File: config.mk
export PLATFORM = sky130hd
export DESIGN_NAME = fetch_pc_unit
export DESIGN_NICKNAME = d
export VERILOG_FILES = /design/src/rtl/fetch_pkg.sv /design/src/rtl/fetch_pc_unit.sv
export SDC_FILE = /design/constraint.sdc
export NUM_CORES = 1
export LEC_CHECK = 0
export ABC_AREA = 1
export CELL_PAD_IN_SITES_DETAIL_PLACEMENT = 0
export CELL_PAD_IN_SITES_GLOBAL_PLACEMENT = 2
export CORE_MARGIN = 4
export CORE_UTILIZATION = 27
export CTS_CLUSTER_DIAMETER = 60
export DETAILED_ROUTE_END_ITERATION = 6
export PLACE_DENSITY_LB_ADDON = 0.3
export REMOVE_ABC_BUFFERS = 1
export SETUP_SLACK_MARGIN = 0.1
export SLEW_MARGIN = 20
export SYNTH_ARGS = -nofsm -noshare
export SYNTH_HDL_FRONTEND = slang
export SYNTH_SLANG_ARGS = --single-unit
export TNS_END_PERCENT = 1
File: constraint.sdc
create_clock -name clk -period 4.3 [get_ports clk]
set_clock_uncertainty 0.15 [all_clocks]
set_input_delay 1.29 -clock clk [delete_from_list [all_inputs] [get_ports clk]]
set_output_delay 1.29 -clock clk [all_outputs]
set_load 0.01 [all_outputs]
File: src/rtl/fetch_pkg.sv
// fetch_pkg
//   Shared types and constants for the fetch PC unit.
//   fetch_state_t : fetch sequencing state (BOOT, RUN, HALT)
//   DEFAULT_RESET_PC : PC loaded on reset
//   DEFAULT_PC_STEP  : sequential increment (no compressed instructions)
//   NOP_INSTR        : value the instruction memory presents after a flush
package fetch_pkg;

    typedef enum logic [1:0] {
        BOOT = 2'd0,
        RUN  = 2'd1,
        HALT = 2'd2
    } fetch_state_t;

    localparam logic [31:0] DEFAULT_RESET_PC = 32'h0000_0000;
    localparam logic [31:0] DEFAULT_PC_STEP  = 32'd4;
    localparam logic [31:0] NOP_INSTR        = 32'h0000_0000;

endpackage

File: src/rtl/fetch_pc_unit.sv
// fetch_pc_unit
//   Owns the fetch PC, drives the synchronous instruction memory (pc, read
//   enable, flush) and tracks which PC is in flight so the IF/ID register sees
//   an aligned (if_pc, if_valid) pair next to the memory output.
//
//   state | meaning
//   BOOT  | loader owns instruction memory; no fetch until boot_hold drops
//   RUN   | fetching sequentially, honouring stall and redirect
//   HALT  | ecall/ebreak seen; idle until a redirect restarts fetch
//
// Ports
//   clk, rst                 clock, synchronous active-high reset
//   i_boot_hold              loader busy; blocks fetch
//   i_stall                  hazard stall; freezes fetch
//   i_redirect_valid/target  taken branch/jump from execute
//   i_halt_req               stop fetching
//   o_imem_pc/read_en/flush  instruction memory controls
//   o_if_pc, o_if_pc_plus4   PC (and PC+4) of the instruction on memory output
//   o_if_valid               memory output is a real instruction
//   o_fetch_misaligned       1-cycle pulse: redirect target low bits nonzero
//   o_halted                 state is HALT
//   o_fetch_count            number of issued (non-flushed) fetches
module fetch_pc_unit
    import fetch_pkg::*;
#(
    parameter logic [31:0] RESET_PC = DEFAULT_RESET_PC,
    parameter logic [31:0] PC_STEP  = DEFAULT_PC_STEP
) (
    input  logic        clk,
    input  logic        rst,
    input  logic        i_boot_hold,
    input  logic        i_stall,
    input  logic        i_redirect_valid,
    input  logic [31:0] i_redirect_target,
    input  logic        i_halt_req,
    output logic [31:0] o_imem_pc,
    output logic        o_imem_read_en,
    output logic        o_imem_flush,
    output logic [31:0] o_if_pc,
    output logic [31:0] o_if_pc_plus4,
    output logic        o_if_valid,
    output logic        o_fetch_misaligned,
    output logic        o_halted,
    output logic [31:0] o_fetch_count
);

    fetch_state_t r_state;
    logic [31:0]  r_pc;
    logic [31:0]  r_if_pc;
    logic         r_if_valid;
    logic         r_misaligned;
    logic [31:0]  r_fetch_count;

    logic w_run;
    logic w_accept;
    logic w_read_en;
    logic w_flush;

    assign w_run     = (r_state == RUN);
    // Redirects are ignored while the loader still owns memory.
    assign w_accept  = (r_state != BOOT) && i_redirect_valid;
    assign w_read_en = w_run && !i_stall;
    assign w_flush   = w_accept || (w_run && i_halt_req);

    always_ff @(posedge clk) begin
        if (rst) begin
            r_state       <= BOOT;
            r_pc          <= RESET_PC;
            r_if_pc       <= RESET_PC;
            r_if_valid    <= 1'b0;
            r_misaligned  <= 1'b0;
            r_fetch_count <= 32'd0;
        end else begin
            case (r_state)
                BOOT: if (!i_boot_hold) r_state <= RUN;
                // The redirecting instruction is older than the halting one.
                RUN:  if (i_halt_req && !i_redirect_valid) r_state <= HALT;
                HALT: if (i_redirect_valid) r_state <= RUN;
                default: r_state <= BOOT;
            endcase

            if (w_accept) begin
                r_pc <= {i_redirect_target[31:2], 2'b00};
            end else if (w_read_en) begin
                r_pc <= r_pc + PC_STEP;
            end

            if (w_flush) begin
                r_if_valid <= 1'b0;
            end else if (w_read_en) begin
                r_if_pc    <= r_pc;
                r_if_valid <= 1'b1;
            end else if (!w_run) begin
                r_if_valid <= 1'b0;
            end

            r_misaligned <= w_accept && (i_redirect_target[1:0] != 2'b00);

            if (w_read_en && !w_flush) begin
                r_fetch_count <= r_fetch_count + 32'd1;
            end
        end
    end

    assign o_imem_pc          = r_pc;
    assign o_imem_read_en     = w_read_en;
    assign o_imem_flush       = w_flush;
    assign o_if_pc            = r_if_pc;
    assign o_if_pc_plus4      = r_if_pc + 32'd4;
    assign o_if_valid         = r_if_valid;
    assign o_fetch_misaligned = r_misaligned;
    assign o_halted           = (r_state == HALT);
    assign o_fetch_count      = r_fetch_count;

endmodule
Yosys cells after proc, flatten, opt, wreduce, memory -nomap -nowiden
Index checks and enable logic that the tools add are counted.

word-level totals
  flip-flop bits (word level) = 100
  logic and storage cells = 43
  output and inout port bits = 133
  bits of input ports = 38

cells by class
  bitwise logic cells = 1
  reductions and logical operators = 18
  $add $sub $neg = 3
  equality and inequality tests = 6
  multiplexer cells = 8

operators by type and width
  cell                                                    count
  adder 32 x 3 -> 32 bit (second input constant)          2
  2-to-1 mux 32 bit                                       2
  adder 32 x 1 -> 32 bit (second input constant)          1
  logical AND 1 bit                                       6
  2-to-1 mux 2 bit                                        3
  case mux 2 bit (3 select lines)                         1
  nonzero test 2 bit                                      3
  inequality test 2 x 1 -> 1 bit (second input constant)  2
  inequality test 2 bit (second input constant)           2
  OR reduction 2 bit                                      2
  zero test 1 bit                                         3
  AND reduction 3 bit                                     1
  equality test 2 x 1 -> 1 bit (second input constant)    1
  equality test 2 bit (second input constant)             1
  zero test 2 bit                                         1
  2-to-1 mux 1 bit                                        2
  AND reduction 2 bit                                     1
  logical OR 1 bit                                        1
  inverter 1 bit                                          1

Depth between registers and ports, before layout
Gate-level depths: netlist of the first run.

  word-level depth = 5
  mapped depth = 10
  depth with buffers taken out = 10

Least setup slack after synthesis of the first run
No wires, ideal clock.

  path kind = input to output
  from = input i_stall
  to = output o_imem_read_en
  stages on the path = 2
  path slack = 1.181 ns
  data arrival time = 1.679 ns
  data required time = 2.860 ns
  buffers on the path = 1
  cell sequence = nor2_2 buf_2

between the ends
  cells in the longest elaborated chain, start to end = 2

RTL lines
  what               RTL line             RTL
  from (decl)        fetch_pc_unit.sv:32  input logic i_stall,
  zero test 1 bit    fetch_pc_unit.sv:62  assign w_read_en = w_run && !i_stall;
  logical AND 1 bit  fetch_pc_unit.sv:62
  to (decl)          fetch_pc_unit.sv:37  output logic o_imem_read_en,

Every way passes these cells.

Worst setup path after layout of the first run
  from = register r_if_pc[4] (netlist: o_if_pc[4])
  to = output o_if_pc_plus4[25]

between the ends
  cells in the longest elaborated chain, start to end = 1

RTL lines
  what                    RTL line              RTL
  from (decl)             fetch_pc_unit.sv:49   logic [31:0] r_if_pc;
  from (signal assigned)  fetch_pc_unit.sv:91   r_if_pc <= r_pc;
  adder 32 x 3 -> 32 bit  fetch_pc_unit.sv:109  assign o_if_pc_plus4 = r_if_pc + 32'd4;
  to (decl)               fetch_pc_unit.sv:40   output logic [31:0] o_if_pc_plus4,

Every way passes these cells.

==> results of run 1 <==
[sequential cells by signal (all words and copies together) (netlist names)]
name	count
o_fetch_count	32
o_fetch_misaligned	1
o_if_pc	30
o_if_valid	1
o_imem_pc	30
r_state	2
[cell type report]
type / instances / area [sq um] / area share
inverters: 99 / 372 / 0.0448
well taps: 285 / 357 / 0.0430
multi-input cells: 778 / 3670 / 0.443
clock inverters: 3 / 18.8 / 0.00226
clock buffers: 12 / 246 / 0.0297
flip-flops and latches: 96 / 1920 / 0.231
repair buffers: 174 / 1710 / 0.206
[metrics by stage]
step	total power, W	hold slack [ps]	area (sq um)	worst slack, ps	instances
after floorplan	0.00136	343	5960	1040	973
after global placement	0.00176	334	8030	257	1432
after detailed placement	0.00176	343	8030	253	1432
after CTS	0.00255	353	8300	136	1447
after global routing	0.00266	374	8300	45.3	1447
final	0.00252	352	8300	226	1447
[where the power goes]
part	leakage, nW	total [W]	internal, W	switching (W)
clock	0.132	0.000787	0.000406	0.000381
sequential	0.778	0.00106	0.000953	0.000108
combinational	1.97	0.000671	0.000294	0.000378
[repair_timing]
| item | CTS | global route |
|---|---|---|
| hold buffers | 0 | 0 |
| resized for setup | 1 | 1 |
| endpoints found under the setup margin | 1 | 5 |
| buffers inserted | 0 | 0 |
[logic make-up (layout without fill, tap and decap cells)]
kind of cell,count (synthesis),after routing,share of synthesized area
flops,96,96,0.312
simple gates,591,591,0.414
fa+ha+maj,3,3,0.00609
other cells,1,6,0.000608
compound gates,146,146,0.126
xor+xnor,32,32,0.0455
buf+inv,135,288,0.0962
[worst reg2reg max path, cell delays in order (launching register included)]
cell and delay, ps:
dfxtp_1 370, o21ai_4 180, buf_4 500, nand3_4 430, nor2_2 320, nand4_1 140, o21ai_0 190, nor2_1 50
[how the worst max path moves through the flow]
stage / endpoint / slack [ps]
after CTS: o_if_pc_plus4[25] / 140
after floorplan: o_imem_flush / 1040
final: o_if_pc_plus4[25] / 230
after detailed placement: o_imem_flush / 250
after global routing: o_if_pc_plus4[20] / 50
after global placement: o_imem_flush / 260
[metal layers]
layer / up-vias / global-route usage
li1: 3507 / -
met1: 3056 / 0.262
met2: 143 / 0.306
met3: 12 / 0.0236
met4: 0 / 0.0406
met5: - / 0
[Yosys cell counts (11+ instances only)]
library cell and count:
a21oi_1 78, buf_4 12, clkbuf_1 11, dfxtp_1 96, inv_1 96, nand2_1 331
nand3_1 49, nand3b_1 16, nand4_1 11, nor2_1 129, nor3_1 23, o21ai_0 49
xor2_1 32
==> results.txt, run 1 <==
Status: completed
Setup TNS: 0 ps
Worst stage delay on the critical path: 570 ps
Antenna diode count: 0
Register clock-pin slew on the reported worst setup and hold paths: 70 ps
DRT iter0 DRCs: 337
Dpl hpwl: 18.1 mm
Clock Sinks: 96
Fillers: 2550
Fin crit share: 0.947
Static Leak: 2.88 nW
Post-Route M1 WL: 11.6 mm
Leading cell type in the layout, fill and taps excluded: nand2_1
Vias in the first global route: 6567
Critical path class: reg -> out
Hold Crit Start: o_fetch_count[14]$_SDFFE_PP0P_
Hold WC Path Type: reg -> reg
Routed wl met3: 1.02 mm
Routed WL per cell: 16.4 um
Cells after Synth: 1004
Max FO, Critical Path: 5
Crit. End Element: output port
Core area: 22600 sq um
EDFF count, synth: 0
Final setup viols: 0
Maximum buffer depth of the clock tree: 2
Final hold violation count: 0
Main synth FF type: dfxtp_1
Critical Path, Cell by Cell: nand3_1 -> inv_1 -> nand3_2 -> nor2_2 -> nand2_1 -> nor2_1 -> nand2_1 -> xor2_1 -> clkdlybuf4s50_1
Worst EP arrival: 2630 ps
Mean Syn Cell Area: 6.14 sq um
CP startpoint kind: flop
P per Cell Area: 303 nW/um^2
IO buf count: 164
Seq/Total Area, Yosys: 0.312
Worst Setup SP: o_if_pc[4]$_SDFFE_PP0P_
MaxCap Viol Count: 0
Most frequent cells in the layout: nand2_1 (331), clkdlybuf4s50_1 (163), nor2_1 (128)
Die area: 25300 sq um
Area grow syn2layout: 34.7%
CP Depth: 9
Via count: 6718
TritonRoute pass-1 iters: 4
Initial antenna violation count: 0
CP delay by family, top: simple AND/OR/NAND/NOR gates
Top cells by area, synth: dfxtp_1 (31%), nand2_1 (20%), nor2_1 (7.9%), a21oi_1 (6.3%), inv_1 (5.8%)
Critical path buffer and inverter count: 2
Worst-skew pair later-pin latency: 350 ps
CTS HTree Levels: 3
Fmax: 245 MHz
Via-per-instance ratio: 4.64
Mapped cell area: 6160 sq um
RSZ-0062 raised after global routing: yes
DRC Markers: 0
CTS Buf Count: 9
Synth warnings: 0
R2R setup slack: 1880 ps
WL final: 23.7 mm
Post-synthesis cell type with the largest combined area: dfxtp_1
Starting Density: 0.273
Max VDD drop: 0.167 mV
Root Driver: clkbuf_16
Core Rows: 55
Die Ht: 159 um
Async SR Flop Fraction: 0
Met2 Wirelength: 10.8 mm
Io pins: 171
CP max-delay cell: clkdlybuf4s50_1
Worst Hold Path EP: o_fetch_count[14]$_SDFFE_PP0P_
First-pass GRT wire length: 37.7 mm
Min-Delay Path Depth: 2
Crit path top cell by count: nand2_1
Worst-margin pin slew: 727 ps
Rel. slew slack: 0.515
Worst r2r src: r_state[0]$_SDFFE_PP0P_
# nets final: 1199
Highest Signal Layer: met4
Gr ovfl total: 0
Register bit total from synthesis: 96
Final ANT Viol Nets: 0
Area share of the largest cell type after synthesis: 0.312
Die X-Extent: 159 um
Placer Congestion: 0.826
WP data required: 2860 ps
Largest net degree at the start of global routing: 56
Total Routing Usage GR: 0.186
Reg2Reg Depth: 7
Reg2reg end: o_fetch_count[17]$_SDFFE_PP0P_
Tmin final: 4070 ps
TritonCTS clock tree: done
Layout Utilization: 0.368
Slew Limit Fails: 0
Yosys cell types: 37
Share of layout cells above drive strength 1: 0.0456
Power figures use the tool's default switching activity.
==> run 2, diff against run 1 <==
Settings changed: CORE_UTILIZATION 27 to 25, SKIP_CTS_REPAIR_TIMING set to 1.
Clock period 4.3 ns to 4.28 ns, I/O delays scaled along.
==> results.txt, run 2 (synthesis gave the netlist of run 1 again) <==
Dpl ws: 249 ps
DRT iter0 DRCs: 418
Core area: 24300 sq um
Register Area: 1920 sq um
WL final: 24.7 mm
Worst-margin pin slew: 786 ps
Die area: 27200 sq um
TritonCTS clock tree: done
Tmin final: 4050 ps
Starting Density: 0.253
Most frequent cells in the layout: nand2_1 (331), clkdlybuf4s50_1 (162), nor2_1 (128)
Via-per-instance ratio: 4.57
Dpl hpwl: 19.1 mm
CP startpoint kind: flop
Post-route setup slack: 230 ps
Routed WL per cell: 16.5 um
Final hold violation count: 0
# nets final: 1204
DRC Markers: 0
First-pass GRT wire length: 38.0 mm
Largest net degree at the start of global routing: 56
Register clock-pin slew on the reported worst setup and hold paths: 80 ps
WP data required: 2850 ps
Rel. slew slack: 0.475
Hold WC Path Type: reg -> reg
Fillers: 2706
Maximum buffer depth of the clock tree: 2
Worst-skew pair later-pin latency: 360 ps
Reg2Reg Depth: 6
Final ANT Viol Nets: 0
Final Power: 0.00289 W
Gr ovfl total: 0
TritonRoute pass-1 iters: 5
Max reg flops: 32
Worst EP arrival: 2620 ps
Leading cell type in the layout, fill and taps excluded: nand2_1
Critical path class: reg -> out
Slew Limit Fails: 0
Reg2reg end: o_if_pc[9]$_SDFFE_PP0P_
Layout Utilization: 0.351
Vias in the first global route: 6584
Cells after DPL: 1476
Max FO, Critical Path: 5
Die X-Extent: 165 um
Total Routing Usage GR: 0.181
Status: completed
Core Rows: 57
Crit. End Element: output port
Placer Congestion: 0.825
MaxCap Viol Count: 0
Fin crit share: 0.946
Multi-input gate area: 3670 sq um
P per Cell Area: 338 nW/um^2
CTS Buf Count: 9
RSZ-0062 raised after global routing: yes
Clock Sinks: 96
Die Ht: 165 um
Crit path to: o_if_pc_plus4[31]
Setup TNS: 0 ps
CTS HTree Levels: 3
Worst Setup SP: o_if_pc[4]$_SDFFE_PP0P_
Area grow syn2layout: 38.3%
Final setup viols: 0
Initial antenna violation count: 0
Io pins: 171
Via count: 6816
Worst r2r src: r_state[0]$_SDFFE_PP0P_
Antenna diode count: 0
Max VDD drop: 0.202 mV
Root Driver: clkbuf_16
Fmax: 247 MHz
Static Leak: 2.98 nW
Share of layout cells above drive strength 1: 0.0506
R2R setup slack: 1860 ps
Fin cells: 1491
IO buf count: 164
[run 2: cell count changes in the layout (fill, tap and decap cells not counted), sizes merged]
cell	before	now
clkinv	4	1
clkdlybuf4s50	163	162
bufinv	0	6
dlymetal6s2s	0	1
clkbuf	12	9
buf	11	16
[run 2: worst min path at each step]
stage | cells past startpoint | slack (ps) | from | to
6_report | 2 | 330 | o_fetch_count[8]$_SDFFE_PP0P_ | o_fetch_count[8]$_SDFFE_PP0P_
5_1_grt | 2 | 360 | o_if_pc[31]$_SDFFE_PP0P_ | o_if_pc[31]$_SDFFE_PP0P_
4_1_cts | 2 | 340 | o_fetch_count[8]$_SDFFE_PP0P_ | o_fetch_count[8]$_SDFFE_PP0P_
3_5_place_dp | 2 | 320 | o_fetch_count[8]$_SDFFE_PP0P_ | o_fetch_count[8]$_SDFFE_PP0P_
3_3_place_gp | 2 | 320 | o_fetch_count[8]$_SDFFE_PP0P_ | o_fetch_count[8]$_SDFFE_PP0P_
2_1_floorplan | 2 | 340 | o_fetch_count[8]$_SDFFE_PP0P_ | o_fetch_count[8]$_SDFFE_PP0P_
[run 2: power by group]
| part | internal [W] | switching (W) |
|---|---|---|
| combinational | 0.000304 | 0.000385 |
| clock | 0.000746 | 0.000382 |
| sequential | 0.000957 | 0.000112 |
| total | 0.00201 | 0.000879 |
[run 2: stage by stage]
step / hold slack (ps) / cell area (sq um)
2_1_floorplan: 343 / 5960
3_3_place_gp: 320 / 8120
3_5_place_dp: 325 / 8120
4_1_cts: 338 / 8520
5_1_grt: 362 / 8530
6_report: 335 / 8530
[run 2: layer usage]
layer,GRT usage,up-vias,share of wire
li1,-,3514,-
met3,0.0314,20,0.045
met2,0.297,162,0.46
met4,0.0374,0,0.012
met5,0,-,0
met1,0.251,3120,0.48
[run 2: critical path, stage by stage (launching register included)]
cell and delay, ps:
dfxtp_1 440, nand3_1 230, inv_1 150, nand3_2 100
nor2_2 200, nand2_1 160, nor2_2 170, nand2_1 120
xor2_1 140, clkdlybuf4s50_1 550
[run 2: layout make-up]
type / instances / area share
multi-input cells: 778 / 0.430
flip-flops and latches: 96 / 0.225
repair buffers: 179 / 0.205
well taps: 324 / 0.0475
inverters: 99 / 0.0436
clock buffers: 9 / 0.0264
clock inverters: 6 / 0.0211
==> run 3, diff against run 2 <==
Settings changed: CORE_UTILIZATION 25 to 27.
Clock period 4.28 ns to 4.7 ns, I/O delays scaled along.
==> results.txt, run 3 (synthesis gave the netlist of run 1 again) <==
Initial antenna violation count: 0
Area grow syn2layout: 34.6%
Worst-skew pair later-pin latency: 350 ps
WL final: 23.6 mm
Vias in the first global route: 6468
Fillers: 2523
CTS HTree Levels: 3
Hold WC Path Type: reg -> reg
Critical path class: reg -> out
Rel. slew slack: 0.523
CP delay by family, top: simple AND/OR/NAND/NOR gates
Design Area, Final: 8290 sq um
Worst-margin pin slew: 715 ps
Critical Path, Cell by Cell: ha_1 -> nand3_2 -> inv_1 -> nand2_1 -> nor2_1 -> nand2_1 -> nor3_1 -> xor2_1 -> clkdlybuf4s50_1
Register clock-pin slew on the reported worst setup and hold paths: 70 ps
Register Area: 1920 sq um
Static Leak: 2.87 nW
Fin crit share: 0.915
Final ANT Viol Nets: 0
Die X-Extent: 159 um
Slew Limit Fails: 0
Crit. End Element: output port
Tmin final: 4300 ps
TritonRoute pass-1 iters: 5
Via-per-instance ratio: 4.61
DRT iter0 DRCs: 421
Worst stage delay on the critical path: 550 ps
RSZ-0062 raised after global routing: no
IO buf count: 164
Status: completed
Cell Area, Placed: 8010 sq um
Maximum buffer depth of the clock tree: 2
Io pins: 171
# nets final: 1197
WP data required: 3140 ps
Final setup viols: 0
Worst EP arrival: 2740 ps
Worst hold slack: 351 ps
Root Driver: clkbuf_16
Critical path buffer and inverter count: 2
CTS Buf Count: 9
Gr ovfl total: 0
Max reg flops: 32
Core area: 22600 sq um
Clock Sinks: 96
Placer Congestion: 0.842
Starting Density: 0.273
CP startpoint kind: flop
Leading cell type in the layout, fill and taps excluded: nand2_1
Routed WL per cell: 16.3 um
Dpl hpwl: 18.0 mm
Crit path top cell by count: nand2_1
TritonCTS clock tree: done
P per Cell Area: 279 nW/um^2
CP max-delay cell: clkdlybuf4s50_1
First-pass GRT wire length: 37.1 mm
Final hold violation count: 0
Layout Utilization: 0.367
Die area: 25300 sq um
Die Ht: 159 um
Total Routing Usage GR: 0.183
Most frequent cells in the layout: nand2_1 (331), clkdlybuf4s50_1 (163), nor2_1 (129)
Core Rows: 55
Fmax: 233 MHz
Antenna diode count: 0
Max FO, Critical Path: 6
Max VDD drop: 0.141 mV
Via count: 6663
Share of layout cells above drive strength 1: 0.0414
DRC Markers: 0
Largest net degree at the start of global routing: 56
MaxCap Viol Count: 0
Setup TNS: 0 ps
Multi-input gate area: 3670 sq um
run 3: layer usage:
layer | wire [um] | GRT usage | vias up | part of all wire
met5 | 0 | 0 | - | 0
met1 | 11900 | 0.260 | 2980 | 0.50
met3 | 984 | 0.0272 | 17 | 0.042
li1 | - | - | 3502 | -
met4 | 266 | 0.0414 | 0 | 0.011
met2 | 10400 | 0.293 | 164 | 0.44
run 3: power breakdown:
part	switching [W]	internal, W	total [W]
clock	0.000324	0.000411	0.000735
combinational	0.000344	0.000265	0.000610
sequential	0.000100	0.000872	0.000972
total	0.000768	0.00155	0.00232
run 3: per-stage QoR:
step                setup WS (ps)  cells  total power (W)
floorplan                    1200    973          0.00125
global placement              404   1430          0.00161
detailed placement            416   1430          0.00161
CTS                           347   1445          0.00235
global route                  126   1445          0.00245
finish                        401   1445          0.00232
run 3: cell type report:
cell class	instances	area share
clock inverter	3	0.00528
sequential	96	0.232
inverter	99	0.0448
timing repair buffer	172	0.205
multi-input combinational	778	0.442
tap	285	0.0430
clock buffer	12	0.0285
run 3: path summary, 6_finish.rpt:
check                           depth (start not counted)  slack [ps]                             to                           from
worst min register to register                          2         350  o_fetch_count[8]$_SDFFE_PP0P_  o_fetch_count[8]$_SDFFE_PP0P_
worst max-delay path                                    9         400              o_if_pc_plus4[28]        o_if_pc[2]$_SDFFE_PP0P_
worst max register to register                          9        2270     o_imem_pc[18]$_SDFFE_PP0P_        r_state[0]$_SDFFE_PP0P_
worst min-delay path                                    2         350  o_fetch_count[8]$_SDFFE_PP0P_  o_fetch_count[8]$_SDFFE_PP0P_
run 3: tightest hold or removal path, stage by stage (launching register included):
cell     delay, ps
dfxtp_1        340
inv_1           60
a21oi_1         50
